## src/rtl/estagio_escrita.sv

```systemverilog
// estagio_escrita: write-back stage with a 2-entry in-order FIFO of {result, destination}
// and an architectural flag register that is loaded on accept according to the operation class.
`default_nettype none

module estagio_escrita #(
  parameter int bits_palavra = 3
) (
  input  logic                    clock,
  input  logic                    reset_n,
  input  logic                    entrada_valida,
  output logic                    entrada_pronta,
  input  logic [bits_palavra-1:0] resultadoOp,
  input  logic [4:0]              controle,
  input  logic                    Z,
  input  logic                    C,
  input  logic                    S,
  input  logic                    O,
  input  logic [2:0]              destino,
  input  logic                    descarte,
  output logic                    saida_valida,
  input  logic                    saida_pronta,
  output logic [bits_palavra-1:0] resultado_saida,
  output logic [2:0]              destino_saida,
  output logic                    flags_Z,
  output logic                    flags_C,
  output logic                    flags_S,
  output logic                    flags_O
);

  localparam logic [1:0] VAZIO = 2'd0;
  localparam logic [1:0] UM    = 2'd1;
  localparam logic [1:0] CHEIO = 2'd2;

  localparam logic [1:0] OP_ARIT  = 2'b00;
  localparam logic [1:0] OP_SHIFT = 2'b01;

  logic [1:0]              state_q,    state_d;
  logic [bits_palavra-1:0] head_res_q, head_res_d;
  logic [2:0]              head_dst_q, head_dst_d;
  logic [bits_palavra-1:0] tail_res_q, tail_res_d;
  logic [2:0]              tail_dst_q, tail_dst_d;
  logic                    flag_z_q,   flag_z_d;
  logic                    flag_c_q,   flag_c_d;
  logic                    flag_s_q,   flag_s_d;
  logic                    flag_o_q,   flag_o_d;

  logic push;
  logic pop;
  logic unused_controle;

  // Only the operation class selects which flags load.
  assign unused_controle = ^controle[2:0];

  // Handshakes come straight from the state register, so there is no
  // combinational path from saida_pronta back to entrada_pronta.
  assign entrada_pronta = (state_q != CHEIO);
  assign saida_valida   = (state_q != VAZIO);
  assign push           = entrada_valida && entrada_pronta;
  assign pop            = saida_valida && saida_pronta;

  always_comb begin
    state_d    = state_q;
    head_res_d = head_res_q;
    head_dst_d = head_dst_q;
    tail_res_d = tail_res_q;
    tail_dst_d = tail_dst_q;

    if (descarte) begin
      state_d = VAZIO;
    end else begin
      case (state_q)
        VAZIO: begin
          if (push) begin
            state_d    = UM;
            head_res_d = resultadoOp;
            head_dst_d = destino;
          end
        end
        UM: begin
          if (push && pop) begin
            head_res_d = resultadoOp;
            head_dst_d = destino;
          end else if (push) begin
            state_d    = CHEIO;
            tail_res_d = resultadoOp;
            tail_dst_d = destino;
          end else if (pop) begin
            state_d = VAZIO;
          end
        end
        CHEIO: begin
          if (pop) begin
            state_d    = UM;
            head_res_d = tail_res_q;
            head_dst_d = tail_dst_q;
          end
        end
        default: state_d = VAZIO;
      endcase
    end
  end

  // Flags follow acceptance order; a flushed push never touches them.
  always_comb begin
    flag_z_d = flag_z_q;
    flag_c_d = flag_c_q;
    flag_s_d = flag_s_q;
    flag_o_d = flag_o_q;

    if (push && !descarte) begin
      flag_z_d = Z;
      flag_s_d = S;
      if (controle[4:3] == OP_ARIT) begin
        flag_c_d = C;
        flag_o_d = O;
      end else if (controle[4:3] == OP_SHIFT) begin
        flag_c_d = C;
        flag_o_d = 1'b0;
      end
    end
  end

  always_ff @(posedge clock or negedge reset_n) begin
    if (!reset_n) begin
      state_q    <= VAZIO;
      head_res_q <= '0;
      head_dst_q <= '0;
      tail_res_q <= '0;
      tail_dst_q <= '0;
      flag_z_q   <= 1'b0;
      flag_c_q   <= 1'b0;
      flag_s_q   <= 1'b0;
      flag_o_q   <= 1'b0;
    end else begin
      state_q    <= state_d;
      head_res_q <= head_res_d;
      head_dst_q <= head_dst_d;
      tail_res_q <= tail_res_d;
      tail_dst_q <= tail_dst_d;
      flag_z_q   <= flag_z_d;
      flag_c_q   <= flag_c_d;
      flag_s_q   <= flag_s_d;
      flag_o_q   <= flag_o_d;
    end
  end

  // Stale slot contents stay hidden while the buffer is empty.
  assign resultado_saida = saida_valida ? head_res_q : '0;
  assign destino_saida   = saida_valida ? head_dst_q : 3'd0;

  assign flags_Z = flag_z_q;
  assign flags_C = flag_c_q;
  assign flags_S = flag_s_q;
  assign flags_O = flag_o_q;

endmodule

`default_nettype wire

```

## config.mk

```make
export PLATFORM = sky130hd
export DESIGN_NAME = estagio_escrita
export DESIGN_NICKNAME = d
export VERILOG_FILES = /design/src/rtl/estagio_escrita.sv
export SDC_FILE = /design/constraint.sdc
export NUM_CORES = 1
export LEC_CHECK = 0
export CORE_MARGIN = 2
export CORE_UTILIZATION = 39
export DETAILED_ROUTE_END_ITERATION = 10
export PLACE_DENSITY = 0.74
export SYNTH_ARGS = -nofsm -noshare
export SYNTH_HDL_FRONTEND = slang
export SYNTH_SLANG_ARGS = --single-unit
```

## constraint.sdc

```tcl
create_clock -name clock -period 1.35 [get_ports clock]
set_input_delay 0.2025 -clock clock [delete_from_list [all_inputs] [get_ports clock]]
set_output_delay 0.2025 -clock clock [all_outputs]
set_load 0.01 [all_outputs]
```

==> flow_metrics.tcl <==
set metrics [dict create \
    slew_headroom_pct 82.97 \
    grt_pass1_vias 738 \
    multi_input_area_sq_um 538.0 \
    die_h_microns 52.36 \
    final_common_cell "mux2_4" \
    min_period_ns 1.571 \
    violations "negative setup slack" \
    die_w_microns 52.36 \
    grt-ovfl-total 0 \
    rsz0062_at_grt "yes" \
    setup_violations 24 \
    clkLatencyLatePin_ns 0.29 \
    ir_drop_v 0.0009014 \
    regArea_sq_um 452.9 \
    crit_required_ns 1.52 \
    finalNonFillerCells 145 \
    fillers 161 \
    r2r_end "head_dst_q[1]$_DFFE_PN0P_" \
    nets 138 \
    num_rows 17 \
    crit_end "head_dst_q[1]$_DFFE_PN0P_" \
    syn-num-nets 87 \
    fmax_ghz 0.6367 \
    startpoint "state_q[0]$_DFFE_PN0P_" \
    grt_pass1_wl_mm 3.615 \
    routabilityCongestion 0.7664 \
    cts_buffer_depth 2 \
    drv_cap 0 \
    via_per_inst 4.938 \
    die-area_sq_um 2742 \
    cts_hold_buf 0 \
    ff2ff_path_depth 5 \
    synth_area_sq_um 912.1 \
    cts_max_level 1 \
    tightestPinTransition_ns 0.2546 \
    critical_path.max_stage_delay_ns 0.45 \
    path_max_fanout 8 \
    skew_ns 0.01145 \
    start_util_pct 41.23 \
    hold_path.class "in -> async" \
    dpl.hpwl_mm 1.559 \
    synth_top_area_cell "dfrtp_1" \
    start_kind "flip-flop" \
    cts_tree "yes" \
    port-buffer-count 28 \
    yosys.area.top_type_share_pct 49.38 \
    ys_seq_elements 18 \
    post-route-period-util_pct 116.3 \
    postSynthCellCount 67 \
    area_growth_pct 64.47 \
    path_delay_family "multiplexers" \
    n_antenna_cell 0 \
    grt_usage_pct 19.40 \
    synthDistinctLibCells 18 \
    ant_nets 0 \
    dpl_cell_area_sq_um 1319 \
    cts_inserted_buffers 3 \
    cts_root_buf "clkbuf_4" \
    ios 32 \
    p_per_area_nw_per_um2 1022 \
    clk_pin_slew_ns 0.11 \
    final_util_pct 67.82 \
    remaining_drc_errors 0 \
    layout_common_cells "mux2_4 (20), dfrtp_1 (16), clkdlybuf4s50_1 (16)" \
    p_leak_nw 0.6970 \
    setup_ws_ns -0.2206 \
    final_area_sq_um 1500 \
    yosysWarnings 0 \
    antenna_found_initial 0 \
    drv_slew 0 \
    seq_area_frac_synth_pct 49.38 \
    worstPathCellList "buf_4, nor2b_4, buf_8, mux2_4, mux2_4" \
    hold-worst-slack_ns 0.2298 \
    path_common_cell "mux2_4" \
    cp.arrival_ns 1.75 \
    end_kind "flip-flop" \
    first_pass_iters 4 \
    crit_path_top_delay_cell "dfrtp_2" \
    critPathBufInv 2 \
    dpl.cell_count 130 \
    core_sq_um 2212 \
    drive_above_1_share_pct 55.56 \
    grt_max_degree 19 \
    wl_per_cell_microns 16.26 \
    critical_path_depth 5 \
    netlist_top_cells_area "dfrtp_1 (49%), mux2_2 (25%), nor2b_1 (5.5%)" \
    drt_wl_total_mm 2.357 \
    avgSynthCellArea_sq_um 13.61 \
    reg2reg_from "state_q[0]$_DFFE_PN0P_" \
    outcome "finished, violations left" \
    clock_sinks 18 \
    path_class "reg -> reg" \
    hold_viol_final 0 \
    vias 716 \
    rrSetupSlack_ns -0.22 \
    drt_iter0_markers 10 \
]
==> registers in the layout, indices dropped and copies added, names as in the netlist <==
| signal | cells |
|---|---|
| flags_C | 1 |
| head_res_q | 3 |
| tail_res_q | 3 |
| head_dst_q | 3 |
| tail_dst_q | 3 |
| flags_S | 1 |
| flags_O | 1 |
| flags_Z | 1 |
| state_q | 2 |
==> metal layers <==
| metal | share of wire [%] | track usage (%) | routed length, microns |
|---|---|---|---|
| met4 | 0.59 | 5.128 | 14 |
| met1 | 41 | 22.56 | 959 |
| met5 | 0 | 0 | 0 |
| met2 | 53 | 34.38 | 1253 |
| met3 | 5.5 | 5.714 | 129 |
==> logic make-up after synthesis <==
kind of cell           count (synthesis)  share of synthesized area [%]
buffers and inverters                  3                          2.058
flip-flops                            18                          49.38
AO/OA/AOI/OAI                          5                          4.802
multiplexers                          22                          27.98
AND/OR/NAND/NOR                       19                          15.78
==> area by class of cell <==
type / instances / share of cell area [%]
Timing Repair Buffer: 47 / 28.69
Tap cell: 28 / 2.335
Sequential cell: 18 / 30.19
Inverter: 2 / 0.5004
Multi-Input combinational cell: 46 / 35.86
Clock buffer: 4 / 2.419
==> stage by stage <==
stage	power [mW]	setup TNS [ns]	setup slack (ns)
finish	1.534	-3.714	-0.2206
global route	1.612	-4.820	-0.2528
CTS	1.517	-3.015	-0.2135
detailed placement	1.158	-7.637	-0.4202
global placement	1.136	-6.741	-0.3526
floorplan	0.9379	-0.8750	-0.1378
==> worst register-to-register path: stages (launching register included) <==
cell and delay, ns:
dfrtp_2 0.45, buf_4 0.15, nor2b_4 0.12, buf_8 0.16, mux2_4 0.32, mux2_4 0.26
==> worst min path at each step <==
stage / start / endpoint / slack, ns
final: reset_n / flags_O$_DFFE_PN0P_ / 0.23
after global routing: reset_n / state_q[0]$_DFFE_PN0P_ / 0.25
after CTS: reset_n / tail_dst_q[2]$_DFFE_PN0P_ / 0.24
after detailed placement: tail_res_q[0]$_DFFE_PN0P_ / tail_res_q[0]$_DFFE_PN0P_ / 0.49
after global placement: tail_dst_q[1]$_DFFE_PN0P_ / tail_dst_q[1]$_DFFE_PN0P_ / 0.49
after floorplan: reset_n / flags_C$_DFFE_PN0P_ / -0.09
==> where the power goes <==
part,internal (mW),total (mW),switching [mW],leakage [nW]
logic,0.323,0.485,0.163,0.460
registers,0.651,0.720,0.0692,0.216
clock network,0.164,0.328,0.164,0.0210
==> cells in the mapped netlist <==
| cell type | count |
|---|---|
| a21oi_1 | 2 |
| a21oi_4 | 1 |
| buf_6 | 1 |
| dfrtp_1 | 18 |
| inv_1 | 2 |
| mux2_2 | 20 |
| mux2_4 | 2 |
| nand2_1 | 2 |
| nand2b_1 | 1 |
| nand3b_1 | 1 |
| nor2_1 | 2 |
| nor2b_1 | 8 |
| nor2b_2 | 1 |
| nor2b_4 | 1 |
| nor3_1 | 1 |
| nor3b_4 | 2 |
| o21a_1 | 1 |
| o22a_2 | 1 |
==> what timing repair did <==
item | 4_1_cts | 5_1_grt
setup endpoints to repair | 28 | 24
resized for setup | 54 | 11
buffers inserted | 8 | 3
pin swaps | 3 | 3
Note: power is estimated with default switching activity, not from simulation.
